**src/rtl/keypad_pkg.sv**
```systemverilog
// Shared types, row-drive constants and column decode for the keypad scanner.
package keypad_pkg;

   typedef enum logic [1:0] {
      ST_SCAN,
      ST_DEBOUNCE,
      ST_HELD,
      ST_RELEASE
   } state_t;

   typedef logic [3:0] key_code_t;

   localparam logic [3:0] ROW_0    = 4'b1110;
   localparam logic [3:0] ROW_1    = 4'b1101;
   localparam logic [3:0] ROW_2    = 4'b1011;
   localparam logic [3:0] ROW_3    = 4'b0111;
   localparam logic [3:0] COL_IDLE = 4'b1111;

   function automatic logic [3:0] row_drive(input logic [1:0] idx);
      logic [3:0] r;
      case (idx)
         2'd0:    r = ROW_0;
         2'd1:    r = ROW_1;
         2'd2:    r = ROW_2;
         default: r = ROW_3;
      endcase
      return r;
   endfunction

   // Returns {valid, idx}; valid only when exactly one column is pulled low.
   function automatic logic [2:0] col_decode(input logic [3:0] c);
      logic [2:0] d;
      case (c)
         4'b1110: d = 3'b100;
         4'b1101: d = 3'b101;
         4'b1011: d = 3'b110;
         4'b0111: d = 3'b111;
         default: d = 3'b000;
      endcase
      return d;
   endfunction

endpackage

```
**src/rtl/keypad_scan_timer.sv**
```systemverilog
// Row dwell divider: strobe is high on the last cycle of every SCAN_DIV-cycle dwell.
module keypad_scan_timer #(
   parameter int unsigned SCAN_DIV = 1000
) (
   input  logic clk,
   input  logic rst,
   output logic strobe
);

   localparam int unsigned DW = $clog2(SCAN_DIV);

   logic [DW-1:0] div;

   assign strobe = (div == DW'(SCAN_DIV - 1));

   always_ff @(posedge clk) begin
      if (rst)
         div <= '0;
      else if (strobe)
         div <= '0;
      else
         div <= div + 1'b1;
   end

endmodule

```
**src/rtl/keypad_scan_ctrl.sv**
```systemverilog
// 4x4 keypad scanner with debounce and a one-deep event buffer.
// Define KEYPAD_REPEAT_EN to add auto-repeat while a key stays held.
module keypad_scan_ctrl
   import keypad_pkg::*;
#(
   parameter int unsigned SCAN_DIV     = 1000,
   parameter int unsigned DEBOUNCE_CNT = 4
`ifdef KEYPAD_REPEAT_EN
   ,
   parameter int unsigned REPEAT_DELAY = 500,
   parameter int unsigned REPEAT_RATE  = 100
`endif
) (
   input  logic       clk,
   input  logic       rst,
   output logic [3:0] row,
   input  logic [3:0] col,
   output logic [3:0] key_code,
   output logic       key_valid,
   input  logic       key_ready,
   output logic       key_held,
   output logic       overflow
);

   localparam int unsigned CW = $clog2(DEBOUNCE_CNT + 1);

   logic          strobe;
   state_t        state, state_n;
   logic [1:0]    row_idx, row_idx_n;
   logic [3:0]    cap_col, cap_col_n;
   key_code_t     key_cap, key_cap_n;
   logic [CW-1:0] count, count_n, count_inc;
   logic [2:0]    dec;
   logic          emit;

`ifdef KEYPAD_REPEAT_EN
   localparam int unsigned RMAX = (REPEAT_DELAY > REPEAT_RATE) ? REPEAT_DELAY : REPEAT_RATE;
   localparam int unsigned RW   = $clog2(RMAX + 1);

   logic [RW-1:0] rep_cnt, rep_cnt_n, rep_inc;
   logic          rep_first, rep_first_n;
`endif

   keypad_scan_timer #(.SCAN_DIV(SCAN_DIV)) u_timer (
      .clk    (clk),
      .rst    (rst),
      .strobe (strobe)
   );

   assign row       = row_drive(row_idx);
   assign key_held  = (state == ST_HELD) || (state == ST_RELEASE);
   assign dec       = col_decode(col);
   assign count_inc = (count == '1) ? count : count + 1'b1;
`ifdef KEYPAD_REPEAT_EN
   assign rep_inc   = (rep_cnt == '1) ? rep_cnt : rep_cnt + 1'b1;
`endif

   always_comb begin
      state_n   = state;
      row_idx_n = row_idx;
      cap_col_n = cap_col;
      key_cap_n = key_cap;
      count_n   = count;
      emit      = 1'b0;
`ifdef KEYPAD_REPEAT_EN
      rep_cnt_n   = rep_cnt;
      rep_first_n = rep_first;
`endif
      if (strobe) begin
         case (state)
            ST_SCAN: begin
               if (dec[2]) begin
                  cap_col_n = col;
                  key_cap_n = {row_idx, dec[1:0]};
                  count_n   = CW'(1);
                  // A single-sample debounce completes on the capturing strobe itself.
                  if (DEBOUNCE_CNT == 1) begin
                     emit    = 1'b1;
                     state_n = ST_HELD;
`ifdef KEYPAD_REPEAT_EN
                     rep_cnt_n   = '0;
                     rep_first_n = 1'b0;
`endif
                  end else begin
                     state_n = ST_DEBOUNCE;
                  end
               end else begin
                  row_idx_n = row_idx + 1'b1;
               end
            end
            ST_DEBOUNCE: begin
               if (col == cap_col) begin
                  count_n = count_inc;
                  if (count_inc == CW'(DEBOUNCE_CNT)) begin
                     emit    = 1'b1;
                     state_n = ST_HELD;
`ifdef KEYPAD_REPEAT_EN
                     rep_cnt_n   = '0;
                     rep_first_n = 1'b0;
`endif
                  end
               end else begin
                  state_n   = ST_SCAN;
                  row_idx_n = row_idx + 1'b1;
               end
            end
            ST_HELD: begin
               if (col == COL_IDLE) begin
                  if (DEBOUNCE_CNT == 1) begin
                     state_n   = ST_SCAN;
                     row_idx_n = row_idx + 1'b1;
                  end else begin
                     count_n = CW'(1);
                     state_n = ST_RELEASE;
                  end
               end else begin
`ifdef KEYPAD_REPEAT_EN
                  rep_cnt_n = rep_inc;
                  if (!rep_first && (rep_inc >= RW'(REPEAT_DELAY))) begin
                     emit        = 1'b1;
                     rep_cnt_n   = '0;
                     rep_first_n = 1'b1;
                  end else if (rep_first && (rep_inc >= RW'(REPEAT_RATE))) begin
                     emit      = 1'b1;
                     rep_cnt_n = '0;
                  end
`endif
               end
            end
            ST_RELEASE: begin
               if (col == COL_IDLE) begin
                  count_n = count_inc;
                  if (count_inc == CW'(DEBOUNCE_CNT)) begin
                     state_n   = ST_SCAN;
                     row_idx_n = row_idx + 1'b1;
                  end
               end else begin
                  state_n = ST_HELD;
               end
            end
            default: state_n = ST_SCAN;
         endcase
      end
   end

   always_ff @(posedge clk) begin
      if (rst) begin
         state   <= ST_SCAN;
         row_idx <= '0;
         cap_col <= COL_IDLE;
         key_cap <= '0;
         count   <= '0;
      end else begin
         state   <= state_n;
         row_idx <= row_idx_n;
         cap_col <= cap_col_n;
         key_cap <= key_cap_n;
         count   <= count_n;
      end
   end

`ifdef KEYPAD_REPEAT_EN
   always_ff @(posedge clk) begin
      if (rst) begin
         rep_cnt   <= '0;
         rep_first <= 1'b0;
      end else begin
         rep_cnt   <= rep_cnt_n;
         rep_first <= rep_first_n;
      end
   end
`endif

   // An event loads when the buffer is empty or being drained this cycle; otherwise it is dropped.
   always_ff @(posedge clk) begin
      if (rst) begin
         key_code  <= '0;
         key_valid <= 1'b0;
         overflow  <= 1'b0;
      end else if (emit && (!key_valid || key_ready)) begin
         key_code  <= key_cap_n;
         key_valid <= 1'b1;
      end else begin
         if (emit)
            overflow <= 1'b1;
         if (key_valid && key_ready)
            key_valid <= 1'b0;
      end
   end

endmodule

```
**config.mk**
```make
export PLATFORM = sky130hd
export DESIGN_NAME = keypad_scan_ctrl
export DESIGN_NICKNAME = d
export VERILOG_FILES = /design/src/rtl/keypad_pkg.sv /design/src/rtl/keypad_scan_timer.sv /design/src/rtl/keypad_scan_ctrl.sv
export SDC_FILE = /design/constraint.sdc
export NUM_CORES = 1
export LEC_CHECK = 0
export CAP_MARGIN = 20
export CORE_MARGIN = 10
export CORE_UTILIZATION = 50
export DETAILED_ROUTE_END_ITERATION = 8
export PLACE_DENSITY = 0.79
export SYNTH_ARGS = -nofsm -noshare
export SYNTH_HDL_FRONTEND = slang
export SYNTH_SLANG_ARGS = --single-unit
```
**constraint.sdc**
```tcl
create_clock -name clk -period 5.4 [get_ports clk]
set_clock_uncertainty 0.1 [all_clocks]
set_input_delay 0.81 -clock clk [delete_from_list [all_inputs] [get_ports clk]]
set_output_delay 0.81 -clock clk [all_outputs]
set_load 0.1 [all_outputs]
```
==> results of run 1 <==
## area by class of cell
cell class	instances	area, sq um	area share
multi-input cells	138	952	0.495
flip-flops and latches	31	621	0.322
repair buffers	17	170	0.0884
well taps	44	55.1	0.0286
inverters	12	45.0	0.0234
clock inverters	3	43.8	0.0228
clock buffers	5	37.5	0.0195
## critical path, delay by kind of cell, from the launching register on
kind / cells / cell delay (ns)
buffers and inverters: 3 / 1.28
flip-flops: 1 / 0.42
adder cells (fa/ha/maj): 1 / 0.20
## stage by stage
step / power, W / utilization / cells
floorplan: 0.000257 / - / 193
global placement: 0.000263 / 0.589 / 242
detailed placement: 0.000263 / 0.589 / 242
CTS: 0.000443 / 0.615 / 250
global route: 0.000457 / 0.615 / 250
finish: 0.000438 / 0.615 / 250
## layer usage
layer | vias up | wire length [microns]
li1 | 709 | -
met1 | 651 | 1500
met2 | 31 | 1600
met3 | 7 | 158
met4 | 0 | 53
met5 | - | 0
## state kept, by name, summed over array words and instances, names as in the netlist
| signal | flops |
|---|---|
| key_valid | 1 |
| overflow | 1 |
| count | 3 |
| key_code | 4 |
| state | 2 |
| key_cap | 4 |
| cap_col | 4 |
| u_timer.div | 10 |
| row_idx | 2 |
## cell usage in the layout (no fill, tap or decap), drive strengths merged, types with 2 or more instances in the layout
master	synthesis	final
a211oi	4	4
xor2	2	2
nor4b	2	2
dfxtp	31	31
clkdlybuf4s50	0	17
and3	4	4
a21oi	11	11
a211o	5	5
inv	12	12
mux2i	3	3
nor2	30	30
nand3	5	5
nand2b	5	5
clkinv	0	2
o21bai	2	2
nor4bb	3	3
nand2	11	11
nand4b	4	4
clkbuf	10	5
xnor2	11	11
o211ai	3	3
nor4	2	2
nand4	3	3
nor3	4	4
a31oi	2	2
ha	6	6
mux2	2	2
## power groups by stage
stage	registers [W]	clock network, W	logic (W)
final	0.000232	0.000180	0.0000263
after detailed placement	0.000238	0	0.0000260
after floorplan	0.000237	0	0.0000201
after CTS	0.000232	0.000185	0.0000262
after global routing	0.000233	0.000195	0.0000291
after global placement	0.000237	0	0.0000253
## cell families (layout without fill, tap and decap cells)
group	after synthesis	count (layout)	synth area share
AO/OA/AOI/OAI	37	37	0.166
XOR/XNOR	13	13	0.0682
adder cells (fa/ha/maj)	6	6	0.0449
buffers and inverters	24	37	0.0584
flip-flops	31	31	0.372
multiplexers	5	5	0.0315
AND/OR/NAND/NOR	77	77	0.260
## worst paths after layout
path	depth (start not counted)	from	end	slack, ns
max	4	row_idx[0]	row[0]	2.24
min reg2reg	1	u_timer.div[0]	u_timer.div[0]	0.38
min	1	u_timer.div[0]	u_timer.div[0]	0.38
max reg2reg	6	count[0]	row_idx[0]	2.78
==> summary.md, run 1 <==
| Metric | Value |
|---|---|
| Avg WL per Cell | 13.2 microns |
| Effective utilization at floorplan | 0.534 |
| Cell Chain, Critical Path | inv_1, ha_1, inv_1, clkdlybuf4s50_1 |
| Power per Cell Area | 228 mW/mm^2 |
| Die area | 0.00605 sq mm |
| Hold Path Class | flop to flop |
| GR Util met2 | 0.187 |
| Post-synth top cells | dfxtp_1 (31), nor2_1 (30), inv_1 (12) |
| Root Buffer | clkbuf_4 |
| Global-route wire length before repair | 5840 microns |
| Unrepaired setup endpoints after global routing | false |
| Crit path capture type | output port |
| H-Tree Depth | 2 |
| # setup viols final | 0 |
| Top cells by area, synth | dfxtp_1 (37%), nor2_1 (6.7%), xnor2_1 (5.8%) |
| Share of the synthesized area in the top cell type | 0.372 |
| Syn-to-layout area delta | 15.2% |
| Hold violation count in the final report | 0 |
| Ys Warns | 0 |
| Post-synth ARST share | 0 |
| Vias in the first global route | 1317 |
| IO Pins | 18 |
| Rows | 20 |
| NetSw | 0.0000998 W |
| Post-CTS Setup Bufs | 0 |
| Crit path top cell by count | inv_1 |
| Seq pwr share | 0.530 |
| Final WL | 3310 microns |
| Combinational power share | 0.060 |
| CTS tree | done |
| Tcrit/Tclk final | 0.585 |
| FF+latch count, synth | 31 |
| Met3 GRT Util | 0.0334 |
| Largest net degree at the start of global routing | 28 |
| Startpoint types | flop |
| Via density per instance | 5.59 |
| Max-slew headroom | 0.347 |
| Cts hold-fix bufs | 0 |
| Ys flop type | dfxtp_1 |
| Cell internal pwr | 0.000338 W |
| Mapped Area | 0.00167 sq mm |
| Reg clk slew, reported paths | 0.10 ns |
| Crit Path Category | flop to output port |
| Area leader, netlist | dfxtp_1 |
| CP arrival | 2.25 ns |
| Die H | 77.8 microns |
| Clock power frac | 0.410 |
| Initial antenna violation count | 0 |
| Clk_lat worst skew | 0.34 ns |
| Fin area | 0.00192 sq mm |
| Core ar. | 0.00313 sq mm |
| Maximum vdd drop | 0.000169 V |
| Fin crit period | 3.16 ns |
| Most frequent cell after synthesis | dfxtp_1 |
| Worst path required time | 4.49 ns |
| Num CTS Buffers | 5 |
| DR iter-0 viols | 106 |
| Routed via count | 1398 |
| Synth Instances | 193 |
| Slowest stage delay, CP | 1.12 ns |
| Share of layout cells above drive strength 1 | 0.0777 |
| Antenna Nets Post-Route | 0 |
| ANT cells | 0 |
| Slowest-stage cell, CP | clkdlybuf4s50_1 |
| Max-cap violations | 0 |
| Syn nets | 206 |
| GR Util met1 | 0.132 |
| CTS sink cnt | 31 |
| Post-CTS Resized | 0 |
| Syn_area_per_cell | 8.65 sq um |
| Yosys cell types | 44 |
| Outcome | finished clean |
| P_leak | 0.712 nW |
| Die Width | 77.8 microns |
| Setup TNS | 0 ns |
| Number of synthesized flops with an enable pin | 0 |
| Total global routing overflow | 0 |
| Post-Place Setup Slack | 2.37 ns |
| Sequential area share after synthesis | 0.372 |
| Drt pass-1 iters | 4 |
| Pins Over Slew Limit | 0 |
| CP Max Fanout | 5 |
| Final worst slack | 2.24 ns |
| Port Buffers | 17 |
| Routability Congestion | 0.870 |
| Placed cell areas | 0.00184 sq mm |
| Slew @ Worst Pin | 0.976 ns |
| NumNets Final | 218 |
| Total Routing Usage GR | 0.114 |
| Clock buffer depth | 2 |
| Hold Worst Slack | 0.378 ns |
| Fmax | 317 MHz |
| HPWL after DPL | 2460 microns |
| DRC viols | 0 |
| # fillers | 279 |
| Gr busiest metal | met2 |
| Switching part of the total | 0.228 |
Power figures use the tool's default switching activity.
==> run 2, diff against run 1 <==
--- a/config.mk
+++ b/config.mk
@@ -9,7 +9,7 @@
 export CORE_MARGIN = 10
 export CORE_UTILIZATION = 50
 export DETAILED_ROUTE_END_ITERATION = 8
-export PLACE_DENSITY = 0.79
+export PLACE_DENSITY = 0.82
 export SYNTH_ARGS = -nofsm -noshare
 export SYNTH_HDL_FRONTEND = slang
 export SYNTH_SLANG_ARGS = --single-unit
==> constraint.sdc (replaced) <==
create_clock -name clk -period 2.7 [get_ports clk]
set_clock_uncertainty 0.1 [all_clocks]
set_input_delay 0.405 -clock clk [delete_from_list [all_inputs] [get_ports clk]]
set_output_delay 0.405 -clock clk [all_outputs]
set_load 0.1 [all_outputs]
==> run 2 against run 1 <==
  * Sequential power is 100% higher
  * Global-route usage is 0.70 points higher
  * Clock power is 110% higher
  * Critical endpoint is now row_idx[0]
  * Largest power group unchanged
==> summary.md, run 2 (synthesis results as in run 1) <==
| Metric | Value |
|---|---|
| Total Routing Usage GR | 0.121 (+0.00700) |
| H-Tree Depth | 2 (unchanged) |
| Utilization after layout | 0.618 (+0.00240) |
| Core ar. | 0.00313 sq mm (unchanged) |
| Routability Congestion | 0.824 (-5.3%) |
| Cell Chain, Critical Path | ha_1, nor4bb_1, nor3_1, nand4b_1, a221oi_1, mux2_2 |
| Share of layout cells above drive strength 1 | 0.148 (+0.0699) |
| R2R Setup Slk | 0.26 ns (-2.52 ns) |
| Hold violation count in the final report | 0 (unchanged) |
| Switching part of the total | 0.222 (-0.00601) |
| Die area | 0.00605 sq mm (unchanged) |
| Cell count along the critical path | 6 (+2) |
| Hold Worst Slack | 0.371 ns (-0.00630 ns) |
| Cts hold-fix bufs | 0 (unchanged) |
| Die H | 77.8 microns (unchanged) |
| CP arrival | 2.58 ns (+0.33 ns) |
| Seq pwr share | 0.515 (-0.015) |
| Unrepaired setup endpoints after global routing | false |
| RR Endpoint | row_idx[0] |
| Drt pass-1 iters | 4 (unchanged) |
| Slowest stage delay, CP | 0.45 ns (-0.67 ns) |
| Clock power frac | 0.425 (+0.015) |
| Avg WL per Cell | 13.2 microns (about the same) |
| Cells on worst reg2reg path | 6 (unchanged) |
| Initial antenna violation count | 0 (unchanged) |
| Hold Path Class | flop to flop |
| Most common cell after layout, fill and taps aside | dfxtp_1 |
| Cell internal pwr | 0.000703 W (+110%) |
| Pins Over Slew Limit | 0 (unchanged) |
| NumNets Final | 222 (+1.8%) |
| Fmax | 410 MHz |
| Max-cap violations | 0 (unchanged) |
| Top Layer Used | met4 |
| NetSw | 0.000200 W (+100%) |
| CTS tree | done |
| Power per Cell Area | 467 mW/mm^2 (+110%) |
| Clk_lat worst skew | 0.34 ns (about the same) |
| Routed via count | 1397 (-0.072%) |
| Slowest-stage cell, CP | a221oi_1 |
| Maximum vdd drop | 0.000335 V (+98%) |
| Reg clk slew, reported paths | 0.10 ns (about the same) |
| Die Width | 77.8 microns (unchanged) |
| Max-slew headroom | 0.494 (+0.147) |
| Via density per instance | 5.50 (-1.6%) |
| Tcrit/Tclk final | 0.904 |
| Combinational power share | 0.061 (about the same) |
| # fillers | 286 (+2.5%) |
| IO Pins | 18 (unchanged) |
| Vias in the first global route | 1387 (+5.3%) |
| CP endpoint | row_idx[0] |
| Crit Path Category | flop to flop |
| Met2 routed WL | 1530 microns (-4.1%) |
| HPWL after DPL | 2480 microns (+0.81%) |
| Worst flop-to-flop path startpoint | count[0] |
| Num CTS Buffers | 5 (unchanged) |
| Startpoint types | flop |
| Root Buffer | clkbuf_4 |
| Wl on met1 | 1600 microns (+6.9%) |
| # setup viols final | 0 (unchanged) |
| Post-CTS Setup Bufs | 0 (unchanged) |
| Rows | 20 (unchanged) |
| CTS sink cnt | 31 (unchanged) |
| Max reg flops | 10 (unchanged) |
| Post-Place Setup Slack | 0.0939 ns (-2.28 ns) |
| Largest net degree at the start of global routing | 17 (-39%) |
| Worst path required time | 2.84 ns (-1.65 ns) |
| Global-route wire length before repair | 6180 microns (+5.8%) |
| Syn-to-layout area delta | 15.7% |
| Fin crit period | 2.44 ns |
| Final worst slack | 0.259 ns (-1.98 ns) |
| Placed cell areas | 0.00185 sq mm (+0.14%) |
| Port Buffers | 17 (unchanged) |
| Effective utilization at floorplan | 0.534 (unchanged) |
| Antenna Nets Post-Route | 0 (unchanged) |
| ANT cells | 0 (unchanged) |
| Setup TNS | 0 ns (unchanged) |
| Final WL | 3360 microns (+1.6%) |
| DRC viols | 0 (unchanged) |
| Crit path capture type | flop |
| P_leak | 0.750 nW (+5.3%) |
| Crit-path leading delay family | simple AND/OR/NAND/NOR gates |
| Buffers & Inverters on Critical Path | 0 (-3) |
| Total global routing overflow | 0 (unchanged) |
| Fin area | 0.00193 sq mm (+0.39%) |
| Post-CTS Resized | 0 (unchanged) |
| Clock buffer depth | 2 (unchanged) |
| Outcome | finished clean |
| DR iter-0 viols | 81 (-24%) |
| Hold path cells | 1 (unchanged) |
| Most frequent cells in the layout | dfxtp_1 (31), nor2_1 (30), buf_4 (15) |
| WL met3 | 191 microns (+21%) |
| CP Max Fanout | 7 (+2) |
| Slew @ Worst Pin | 0.753 ns (-0.223 ns) |
| Largest Register | u_timer.div |
| Worst setup path startpoint | count[0] |
## run 2: cell types whose count changed in the layout (fill, tap and decap cells not counted), sizes merged
cell | previous run | this run
clkdlybuf4s50 | 17 | 6
clkinv | 2 | 1
buf | 0 | 15
clkbuf | 5 | 6
## run 2: worst min-delay path by stage
stage              startpoint             end  slack, ns
2_1_floorplan  u_timer.div[0]  u_timer.div[0]       0.33
3_3_place_gp   u_timer.div[0]  u_timer.div[0]       0.34
3_5_place_dp   u_timer.div[0]  u_timer.div[0]       0.36
4_1_cts        u_timer.div[0]  u_timer.div[0]       0.38
5_1_grt            cap_col[3]      cap_col[3]       0.43
6_report       u_timer.div[0]  u_timer.div[0]       0.37
## run 2: power by group through the flow
| stage | registers (W) | clock network [W] | logic [W] |
|---|---|---|---|
| after floorplan | 0.000474 | 0 | 0.0000402 |
| after global placement | 0.000475 | 0 | 0.0000540 |
| after detailed placement | 0.000475 | 0 | 0.0000545 |
| after CTS | 0.000465 | 0.000389 | 0.0000549 |
| after global routing | 0.000466 | 0.000412 | 0.0000626 |
| final | 0.000465 | 0.000383 | 0.0000549 |
## run 2: layer usage
| layer | vias up | GRT usage |
|---|---|---|
| li1 | 717 | - |
| met1 | 650 | 0.138 |
| met2 | 23 | 0.193 |
| met3 | 7 | 0.0426 |
| met4 | 0 | 0.0620 |
| met5 | - | 0 |
## run 2: area by class of cell
type / instances / area (sq um) / share of cell area
well taps: 44 / 55.1 / 0.0285
flip-flops and latches: 31 / 621 / 0.321
clock buffers: 6 / 51.3 / 0.0266
inverters: 12 / 45.0 / 0.0233
clock inverters: 2 / 35.0 / 0.0181
repair buffers: 21 / 173 / 0.0894
multi-input cells: 138 / 952 / 0.493
## run 2: through the flow
step,std cells,power [W]
3_3_place_gp,246,0.000529
4_1_cts,254,0.000908
5_1_grt,254,0.000940
2_1_floorplan,193,0.000515
6_report,254,0.000903
3_5_place_dp,246,0.000530
